$ cat config.mk
export PLATFORM = sky130hd
export DESIGN_NAME = cfo_sweep_ctrl_flat
export DESIGN_NICKNAME = d
export VERILOG_FILES = /design/src/rtl/cfo_sweep_ctrl_if.sv /design/src/rtl/cfo_sweep_ctrl.sv /design/src/flat_wrapper.sv
export SDC_FILE = /design/constraint.sdc
export NUM_CORES = 1
export LEC_CHECK = 0
export ABC_AREA = 1
export BUFFER_PORTS_ARGS = -buffer_cell sky130_fd_sc_hd__clkbuf_2
export CAP_MARGIN = 20
export CORE_UTILIZATION = 54
export CTS_BUF_LIST = sky130_fd_sc_hd__clkbuf_8 sky130_fd_sc_hd__clkbuf_16
export DETAILED_ROUTE_END_ITERATION = 10
export PLACE_DENSITY = 0.74
export RECOVER_POWER = 100
export SETUP_SLACK_MARGIN = 0.4
export SKIP_LAST_GASP = 1
export SLEW_MARGIN = 10
export SYNTH_ARGS = -nofsm -noshare
export SYNTH_HDL_FRONTEND = slang
export SYNTH_SLANG_ARGS = --single-unit
export TNS_END_PERCENT = 10
$ cat constraint.sdc
create_clock -name clk -period 3.4 [get_ports clk]
set_input_delay 0.51 -clock clk [delete_from_list [all_inputs] [get_ports clk]]
set_output_delay 0.51 -clock clk [all_outputs]
set_load 0.01 [all_outputs]
$ cat src/rtl/cfo_sweep_ctrl_if.sv
// Configuration write port for the CFO sweep table.
// The controller takes the slave side; whoever programs the table drives the master side.
interface cfo_sweep_ctrl_if #(
    parameter int unsigned PINC_W    = 32,
    parameter int unsigned DWELL_W   = 24,
    parameter int unsigned N_ENTRIES = 8
);
    localparam int unsigned ADDR_W = $clog2(N_ENTRIES);

    logic                     cfg_we;
    logic [ADDR_W-1:0]        cfg_addr;
    logic signed [PINC_W-1:0] cfg_pinc;
    logic [DWELL_W-1:0]       cfg_dwell;

    modport master (
        output cfg_we,
        output cfg_addr,
        output cfg_pinc,
        output cfg_dwell
    );

    modport slave (
        input cfg_we,
        input cfg_addr,
        input cfg_pinc,
        input cfg_dwell
    );
endinterface

$ cat src/rtl/cfo_sweep_ctrl.sv
// Carrier-frequency-offset sweep controller: steps the rotator phase increment through a table.
// Build option CFO_SWEEP_RAMP_EN inserts a linear ramp of 2^RAMP_SHIFT cycles before each dwell.
module cfo_sweep_ctrl #(
    parameter int unsigned PINC_W     = 32,
    parameter int unsigned DWELL_W    = 24,
    parameter int unsigned N_ENTRIES  = 8,
    parameter int unsigned RAMP_SHIFT = 4
) (
    input  logic                           clk,
    input  logic                           reset,
    cfo_sweep_ctrl_if.slave                cfg,
    input  logic [$clog2(N_ENTRIES):0]     num_entries,
    input  logic                           loop_en,
    input  logic                           start,
    input  logic                           abort,
    output logic signed [PINC_W-1:0]       pinc_out,
    output logic                           pinc_vld,
    output logic [$clog2(N_ENTRIES)-1:0]   entry_idx,
    output logic                           busy,
    output logic                           done
);
    localparam int unsigned ADDR_W = $clog2(N_ENTRIES);
    localparam int unsigned NUM_W  = ADDR_W + 1;

    if (RAMP_SHIFT >= PINC_W) begin : g_ramp_shift_chk
        $error("RAMP_SHIFT must be smaller than PINC_W");
    end
    if ((1 << ADDR_W) != N_ENTRIES) begin : g_depth_chk
        $error("N_ENTRIES must be a power of two");
    end

    typedef struct packed {
        logic signed [PINC_W-1:0] pinc;
        logic [DWELL_W-1:0]       dwell;
    } entry_t;

`ifdef CFO_SWEEP_RAMP_EN
    typedef enum logic [1:0] {
        S_IDLE  = 2'd0,
        S_RAMP  = 2'd1,
        S_DWELL = 2'd2,
        S_DONE  = 2'd3
    } state_e;

    localparam int unsigned RC_W     = (RAMP_SHIFT > 0) ? RAMP_SHIFT : 1;
    localparam int unsigned RAMP_LEN = 1 << RAMP_SHIFT;
`else
    typedef enum logic [1:0] {
        S_IDLE  = 2'd0,
        S_DWELL = 2'd2,
        S_DONE  = 2'd3
    } state_e;
`endif

    state_e                   state_q, state_d;
    logic [ADDR_W-1:0]        idx_q, idx_d;
    logic [DWELL_W-1:0]       cnt_q, cnt_d;
    logic [NUM_W-1:0]         num_q, num_d;
    logic signed [PINC_W-1:0] pinc_q, pinc_d;
    logic                     vld_q, vld_d;
    logic                     busy_q, busy_d;
    logic                     done_q, done_d;

    entry_t                   tbl_q [N_ENTRIES];
    entry_t                   tbl_d [N_ENTRIES];

`ifdef CFO_SWEEP_RAMP_EN
    logic signed [PINC_W-1:0] target_q, target_d;
    logic signed [PINC_W-1:0] step_q, step_d;
    logic [RC_W-1:0]          rcnt_q, rcnt_d;
    logic signed [PINC_W-1:0] diff_c;
    logic signed [PINC_W-1:0] ramp_step_c;
`endif

    logic [NUM_W-1:0]         num_c;
    logic                     last_c;
    logic [ADDR_W-1:0]        nxt_idx_c;
    logic [ADDR_W-1:0]        load_idx_c;
    entry_t                   load_ent_c;
    logic                     load_c;

    // Requests beyond the table depth run the whole table.
    assign num_c      = (num_entries > NUM_W'(N_ENTRIES)) ? NUM_W'(N_ENTRIES) : num_entries;
    assign last_c     = (NUM_W'(idx_q) == (num_q - NUM_W'(1)));
    assign nxt_idx_c  = last_c ? '0 : (idx_q + ADDR_W'(1));
    assign load_idx_c = (state_q == S_IDLE) ? '0 : nxt_idx_c;
    assign load_ent_c = tbl_q[load_idx_c];

`ifdef CFO_SWEEP_RAMP_EN
    assign diff_c      = load_ent_c.pinc - pinc_q;
    assign ramp_step_c = diff_c >>> RAMP_SHIFT;
`endif

    // Table is writable only while idle so a running sweep never sees a half-updated entry.
    always_comb begin : tbl_next
        tbl_d = tbl_q;
        if (cfg.cfg_we && (state_q == S_IDLE)) begin
            tbl_d[cfg.cfg_addr] = '{pinc: cfg.cfg_pinc, dwell: cfg.cfg_dwell};
        end
    end

    always_ff @(posedge clk) begin : tbl_reg
        tbl_q <= tbl_d;
    end

    always_comb begin : fsm_next
        state_d = state_q;
        idx_d   = idx_q;
        cnt_d   = cnt_q;
        num_d   = num_q;
        pinc_d  = pinc_q;
        busy_d  = busy_q;
        vld_d   = 1'b0;
        done_d  = 1'b0;
        load_c  = 1'b0;
`ifdef CFO_SWEEP_RAMP_EN
        target_d = target_q;
        step_d   = step_q;
        rcnt_d   = rcnt_q;
`endif

        case (state_q)
            S_IDLE: begin
                if (start && !abort) begin
                    if (num_c == '0) begin
                        state_d = S_DONE;
                        done_d  = 1'b1;
                    end else begin
                        num_d  = num_c;
                        busy_d = 1'b1;
                        load_c = 1'b1;
                    end
                end
            end
`ifdef CFO_SWEEP_RAMP_EN
            S_RAMP: begin
                if (rcnt_q == '0) begin
                    state_d = S_DWELL;
                end else begin
                    vld_d  = 1'b1;
                    rcnt_d = rcnt_q - RC_W'(1);
                    // Last ramp step lands exactly on the target, dropping shift residue.
                    pinc_d = (rcnt_q == RC_W'(1)) ? target_q : (pinc_q + step_q);
                end
            end
`endif
            S_DWELL: begin
                if (cnt_q > DWELL_W'(1)) begin
                    cnt_d = cnt_q - DWELL_W'(1);
                end else if (!last_c || loop_en) begin
                    load_c = 1'b1;
                end else begin
                    state_d = S_DONE;
                    pinc_d  = '0;
                    vld_d   = 1'b1;
                    busy_d  = 1'b0;
                    done_d  = 1'b1;
                    idx_d   = '0;
                end
            end
            S_DONE: begin
                state_d = S_IDLE;
            end
            default: begin
                state_d = S_IDLE;
            end
        endcase

        // Entry load is shared by sweep start, normal advance and loop wrap.
        if (load_c) begin
            idx_d = load_idx_c;
            cnt_d = (load_ent_c.dwell == '0) ? DWELL_W'(1) : load_ent_c.dwell;
`ifdef CFO_SWEEP_RAMP_EN
            target_d = load_ent_c.pinc;
            step_d   = ramp_step_c;
            pinc_d   = pinc_q + ramp_step_c;
            rcnt_d   = RC_W'(RAMP_LEN - 1);
            vld_d    = 1'b1;
            state_d  = S_RAMP;
`else
            pinc_d  = load_ent_c.pinc;
            vld_d   = (load_ent_c.pinc != pinc_q);
            state_d = S_DWELL;
`endif
        end

        if (abort && busy_q) begin
            state_d = S_IDLE;
            pinc_d  = '0;
            vld_d   = 1'b1;
            busy_d  = 1'b0;
            done_d  = 1'b0;
            idx_d   = '0;
        end
    end

    always_ff @(posedge clk) begin : fsm_reg
        if (reset) begin
            state_q  <= S_IDLE;
            idx_q    <= '0;
            cnt_q    <= '0;
            num_q    <= '0;
            pinc_q   <= '0;
            vld_q    <= 1'b0;
            busy_q   <= 1'b0;
            done_q   <= 1'b0;
`ifdef CFO_SWEEP_RAMP_EN
            target_q <= '0;
            step_q   <= '0;
            rcnt_q   <= '0;
`endif
        end else begin
            state_q  <= state_d;
            idx_q    <= idx_d;
            cnt_q    <= cnt_d;
            num_q    <= num_d;
            pinc_q   <= pinc_d;
            vld_q    <= vld_d;
            busy_q   <= busy_d;
            done_q   <= done_d;
`ifdef CFO_SWEEP_RAMP_EN
            target_q <= target_d;
            step_q   <= step_d;
            rcnt_q   <= rcnt_d;
`endif
        end
    end

    assign pinc_out  = pinc_q;
    assign pinc_vld  = vld_q;
    assign entry_idx = idx_q;
    assign busy      = busy_q;
    assign done      = done_q;

endmodule

$ cat src/flat_wrapper.sv
// flat-port wrapper written by rule: the top's interface ports become plain ports
module cfo_sweep_ctrl_flat 
#(
    parameter int unsigned PINC_W     = 32,
    parameter int unsigned DWELL_W    = 24,
    parameter int unsigned N_ENTRIES  = 8,
    parameter int unsigned RAMP_SHIFT = 4
)
  (clk, reset, num_entries, loop_en, start, abort, pinc_out, pinc_vld, entry_idx, busy, done, cfg_cfg_we, cfg_cfg_addr, cfg_cfg_pinc, cfg_cfg_dwell);
  cfo_sweep_ctrl_if #(.PINC_W(PINC_W), .DWELL_W(DWELL_W), .N_ENTRIES(N_ENTRIES)) cfg_i ();
  input  logic clk;
  input  logic reset;
  input  logic [$clog2(N_ENTRIES):0] num_entries;
  input  logic loop_en;
  input  logic start;
  input  logic abort;
  output logic signed [PINC_W-1:0] pinc_out;
  output logic pinc_vld;
  output logic [$clog2(N_ENTRIES)-1:0] entry_idx;
  output logic busy;
  output logic done;
  input wire logic [$bits(cfg_i.cfg_we)-1:0] cfg_cfg_we;
  input wire logic [$bits(cfg_i.cfg_addr)-1:0] cfg_cfg_addr;
  input wire logic [$bits(cfg_i.cfg_pinc)-1:0] cfg_cfg_pinc;
  input wire logic [$bits(cfg_i.cfg_dwell)-1:0] cfg_cfg_dwell;
  assign cfg_i.cfg_we = cfg_cfg_we;
  assign cfg_i.cfg_addr = cfg_cfg_addr;
  assign cfg_i.cfg_pinc = cfg_cfg_pinc;
  assign cfg_i.cfg_dwell = cfg_cfg_dwell;
  cfo_sweep_ctrl #(.PINC_W(PINC_W), .DWELL_W(DWELL_W), .N_ENTRIES(N_ENTRIES), .RAMP_SHIFT(RAMP_SHIFT)) u_core (.clk(clk), .reset(reset), .cfg(cfg_i), .num_entries(num_entries), .loop_en(loop_en), .start(start), .abort(abort), .pinc_out(pinc_out), .pinc_vld(pinc_vld), .entry_idx(entry_idx), .busy(busy), .done(done));
endmodule
* Yosys cells after proc, flatten, opt, wreduce, memory -nomap -nowiden
Index checks and enable logic that the tools add are counted.
** Word-level totals
- Output and inout bits :: 38
- Logic and storage cells :: 116
- Flip-flop bits (word level) :: 516
- Input port bits :: 69
** Cells by class
- Add/subtract/negate cells :: 3
- Multiplexer cells :: 45
- Magnitude comparators :: 5
- Bitwise operators :: 3
- Reductions and logical operators :: 21
- Eq/ne operators :: 14
** Operators with widths (number)
- 448-bit bitwise mux :: 1
- 56-bit binary-select mux with 3-bit select :: 1
- 56-bit demux with 3-bit select :: 1
- 56-bit 2-to-1 mux :: 3
- 32-bit 2-to-1 mux :: 4
- 24-bit 2-to-1 mux :: 4
- 32-bit != test :: 1
- 24-bit by 1-bit greater-than comparator with 1-bit output, second input constant :: 1
- 24-bit zero test :: 1
- 24-bit by 1-bit subtractor with 24-bit output, second input constant :: 1
- 3-bit 2-to-1 mux :: 6
- 1-bit 2-to-1 mux :: 15
- 3-bit by 2-bit != test with 1-bit output, second input constant :: 4
- 2-bit 2-to-1 mux :: 5
- 2-bit != test, second input constant :: 5
- 4-bit >= comparator, second input constant :: 2
- 3-bit inverter with 4-bit output :: 2
- 4-bit AND reduction :: 2
- 1-bit one-hot mux with 2 select lines :: 3
- 3-bit AND reduction :: 2
- 2-bit nonzero test :: 3
- 5-bit AND reduction :: 1
- 3-bit by 4-bit equality test with 1-bit output :: 1
- 4-bit greater-than comparator, second input constant :: 1
- other kinds (16) :: 21

* Depth between registers and ports, before layout
- Depth after elaboration :: 11
- Depth in mapped cells :: 25
- Mapped depth without buffers :: 23

* Least setup slack after synthesis
No wires, ideal clock.
- Path kind :: flip-flop to flip-flop
- From :: register u_core.state_q[1]
- To :: register u_core.tbl_q[0] (netlist name), enable pin
- Period minus slack after synthesis :: 3601 ps
- Required time :: 2930 ps
- Arrival :: 3131 ps
- Stages on the path, launching flop included :: 6
- Path slack :: -201 ps
- Cells stage by stage :: dfxtp_1 nor2_1 inv_1 nor2_1 nand2_1 nor2_1
** On the way
- Longest elaborated chain between the ends :: 2
** RTL lines
- from (decl) :: RTL line cfo_sweep_ctrl.sv:55 : state_e state_q, state_d;
- from (signal assigned) :: RTL line cfo_sweep_ctrl.sv:213 : state_q <= state_d;
- 2-bit zero test :: RTL line cfo_sweep_ctrl.sv:97 : if (cfg.cfg_we && (state_q == S_IDLE)) begin
- 1-bit logical AND :: RTL line cfo_sweep_ctrl.sv:97
- to (signal assigned) :: RTL line cfo_sweep_ctrl.sv:103 : tbl_q <= tbl_d;
- to (decl) :: RTL line cfo_sweep_ctrl.sv:64 : entry_t tbl_q [N_ENTRIES];
Every way passes these cells.
A chain may end at the register's enable or synchronous reset.

* Final worst setup path
- From :: register u_core.state_q[0]
- To :: register u_core.tbl_q[90] (netlist name), enable pin
The elaborated chain is that of the path after synthesis.

==> qor.txt <==
Endpoints failing setup: 0
DP Worst Slack: -52.7 ps
CTS Buffer Depth: 3
Top cells by area, synth: edfxtp_1, nand2_1, nand3_1
Synthesized cell area: 0.0218 mm2
Top cell type's share of synthesized area: 0.617
Worst Path Arrival: 3390 ps
Drt total wl: 64.1 mm
HPWL Detailed: 32.0 mm
Max-capacitance violation count: 0
Worst Setup Path Type: flip-flop to flip-flop
TritonCTS Sinks: 516
Fmax: 318 MHz
Initial Utilization: 0.548
Yosys reg bits: 516
Sequential Power Share: 0.460
Ys Warns: 0
Largest family of logic cells by synthesized area: simple AND/OR/NAND/NOR gates
Period minus WS final: 3150 ps
Share of post-route cells with drive strength above 1: 0.139
Final WS setup: 254 ps
Clock H-tree levels: 2
Synth Net Count: 2127
Critical R2R Capture: u_core.tbl_q[90]
CP startpoint kind: flip-flop
Worst reg2reg setup slack: 250 ps
Tot Pwr: 15.8 mW
Seq/Total Area, Yosys: 0.680
Largest net degree at the start of global routing: 63
Total congestion overflow: 0
Routed len/inst: 22.9 um
CTS Buf Count: 52
Worst-path maximum fanout: 17
Core Box Area: 0.0397 mm2
Finished Cell Area: 0.0263 mm2
Sw power: 4.36 mW
Die area: 0.0412 mm2
DIE WIDTH: 203 um
DRC: 0
Post-layout util: 0.662
Post-Syn Area per Cell: 10.6 um2
Post-synth ARST share: 0
Relative slew slack: 0.205
Total GRT Usage: 0.287
Initial antenna violation count: 2
Area leader, netlist: edfxtp_1
DP Area: 0.0232 mm2
R2R cell count: 6
Root buffer cell: clkbuf_16
Critical Path RT: 3640 ps
Syn Inst Count: 2054
Vias in the first global route: 15800
Comb power frac: 0.178
Outcome: finished, final reports clean
Port Buffer Count: 106
Leakage power: 9.87 nW
Clk_lat worst skew: 610 ps
Hold Path End: u_core.num_q[0]
Drt first pass iters: 8
Synth Area in Simple Gates: 0.207
Post-route clock period utilization: 0.925
Clock transition at the registers of the reported paths: 60 ps
Clk pwr share: 0.361
Skew final: 30.1 ps
Vias/cell: 6.04
CTS tree: built
DRT iter0 DRCs: 2200
Int Power: 11.4 mW
Reg2reg start: u_core.state_q[0]
Row Count: 73
Pwr/cell area: 600 mW/mm2
Netlist cell types: 46
Hold wc startpoint: num_entries[0]
Post-Synth XOR/XNOR Area: 0.00482
Number of nets in the layout: 2303
First-pass GRT wire length: 89.7 mm
GP Congestion: 0.914
Vias: 16900
Worst slew pin tran: 1190 ps
Dominant register cell in the synthesized netlist: edfxtp_1
Mux share of post-synthesis cell area: 0
Die Height: 203 um
Max rail drop VDD: 467 uV
Hold Path Cell Cnt: 3
Number of synthesized flops with an enable pin: 448
Layout Area Growth over Synthesis: 20.7%
RSZ-0062 raised after global routing: yes
Final Hold Fails: 0
Hold Crit Class: input port to flip-flop
Sw frac: 0.276
ANT nets after route: 0
Worst Setup End Kind: flip-flop
Compound-Gate Fraction of Synth Area: 0.0612
# IOs: 107
Post-synthesis adder-cell area fraction: 0.00230
Fin. max-slew vios: 0
[cells in the mapped netlist (9+ instances only)]
cell type  count
edfxtp_1     448
o21ai_0       78
or2_2         10
clkbuf_1      45
o22ai_1       24
nand3b_1      12
inv_1        113
a21oi_1       56
nor3_1         9
nor2_1       127
dfxtp_1       68
buf_2         55
o21ai_1       12
nand2_1      586
nand3_1      299
o211ai_1      27
[worst max-delay path: stages, from the launching register on]
cell      delay (ps)
dfxtp_1          330
nor2_1           280
inv_1            270
nor2_1           190
nand2_1          180
nor2_2           860
clkbuf_2         670
[placed cells by master, fill, tap and decap left out, types with 13 or more instances in the layout]
master,n
nand2_1,559
edfxtp_1,448
nand3_1,265
inv_1,125
nor2_1,112
clkbuf_1,97
clkbuf_16,73
o21ai_0,70
dfxtp_1,66
a21oi_1,53
buf_4,43
nand3_2,32
o211ai_1,27
nand2_2,26
o22ai_1,24
o21ai_1,19
buf_12,19
clkbuf_2,18
buf_6,13
[logic make-up (layout without fill, tap and decap cells)]
group / after synthesis / after routing
flops: 516 / 516
compound gates: 229 / 229
xor+xnor: 12 / 12
simple gates: 1065 / 1067
other cells: 0 / 3
buf+inv: 228 / 440
fa+ha+maj: 4 / 4
[sequential cells by signal, summed over array words and instances, names as in the netlist]
signal and flops:
u_core.tbl_q 448, u_core.pinc_out 32, u_core.cnt_q 24, u_core.num_q 4, u_core.entry_idx 3, u_core.state_q 2
u_core.busy 1, u_core.done 1, u_core.pinc_vld 1
[cell type report]
| class | count | area (um2) |
|---|---|---|
| Antenna cell | 3 | 7.51 |
| Clock buffer | 54 | 1350 |
| Clock inverter | 38 | 334 |
| Fill cell | 2811 | 13400 |
| Inverter | 117 | 454 |
| Multi-Input combinational cell | 1312 | 6450 |
| Sequential cell | 516 | 14800 |
| Tap cell | 525 | 657 |
| Timing Repair Buffer | 231 | 2240 |
[metal layers]
metal	up-vias	wire, um	track usage
met4	0	2240	0.126
met1	8122	24800	0.397
met2	1093	30000	0.447
met5	-	0	0
li1	7521	-	-
met3	164	7030	0.0528
[worst max-delay path by stage]
stage               depth (start not counted)          endpoint  slack (ps)               from
finish                                      6  u_core.tbl_q[90]         250  u_core.state_q[0]
global route                                6  u_core.tbl_q[96]         140  u_core.state_q[1]
CTS                                        17   u_core.pinc_vld         290    u_core.cnt_q[0]
detailed placement                         20   u_core.pinc_vld         -50    u_core.num_q[0]
global placement                           20   u_core.pinc_vld          40    u_core.num_q[0]
floorplan                                   5   u_core.tbl_q[0]        -200  u_core.state_q[1]
[timing repair]
action | CTS | global route
gates cloned | 8 | 21
hold buffers | 0 | 0
pin swaps | 5 | 40
resized for setup | 28 | 120
setup endpoints to repair | 57 | 57
setup buffers | 10 | 44
hold endpoints to repair | 0 | 0
[power groups by stage]
stage | clock network [mW] | logic (mW) | registers [mW]
after global placement | 0 | 2.20 | 7.38
after CTS | 5.72 | 2.46 | 7.26
after detailed placement | 0 | 2.26 | 7.39
after floorplan | 0 | 1.54 | 7.38
after global routing | 5.97 | 3.04 | 7.29
final | 5.71 | 2.82 | 7.27
[through the flow]
step | hold WS, ps | instances | setup TNS [ps]
finish | 157 | 2796 | 0
global route | 157 | 2795 | 0
CTS | 142 | 2728 | 0
detailed placement | 450 | 2618 | -52.7
global placement | 448 | 2618 | 0
floorplan | 423 | 2054 | -89850
No activity file was read; power rests on OpenSTA's default activity.
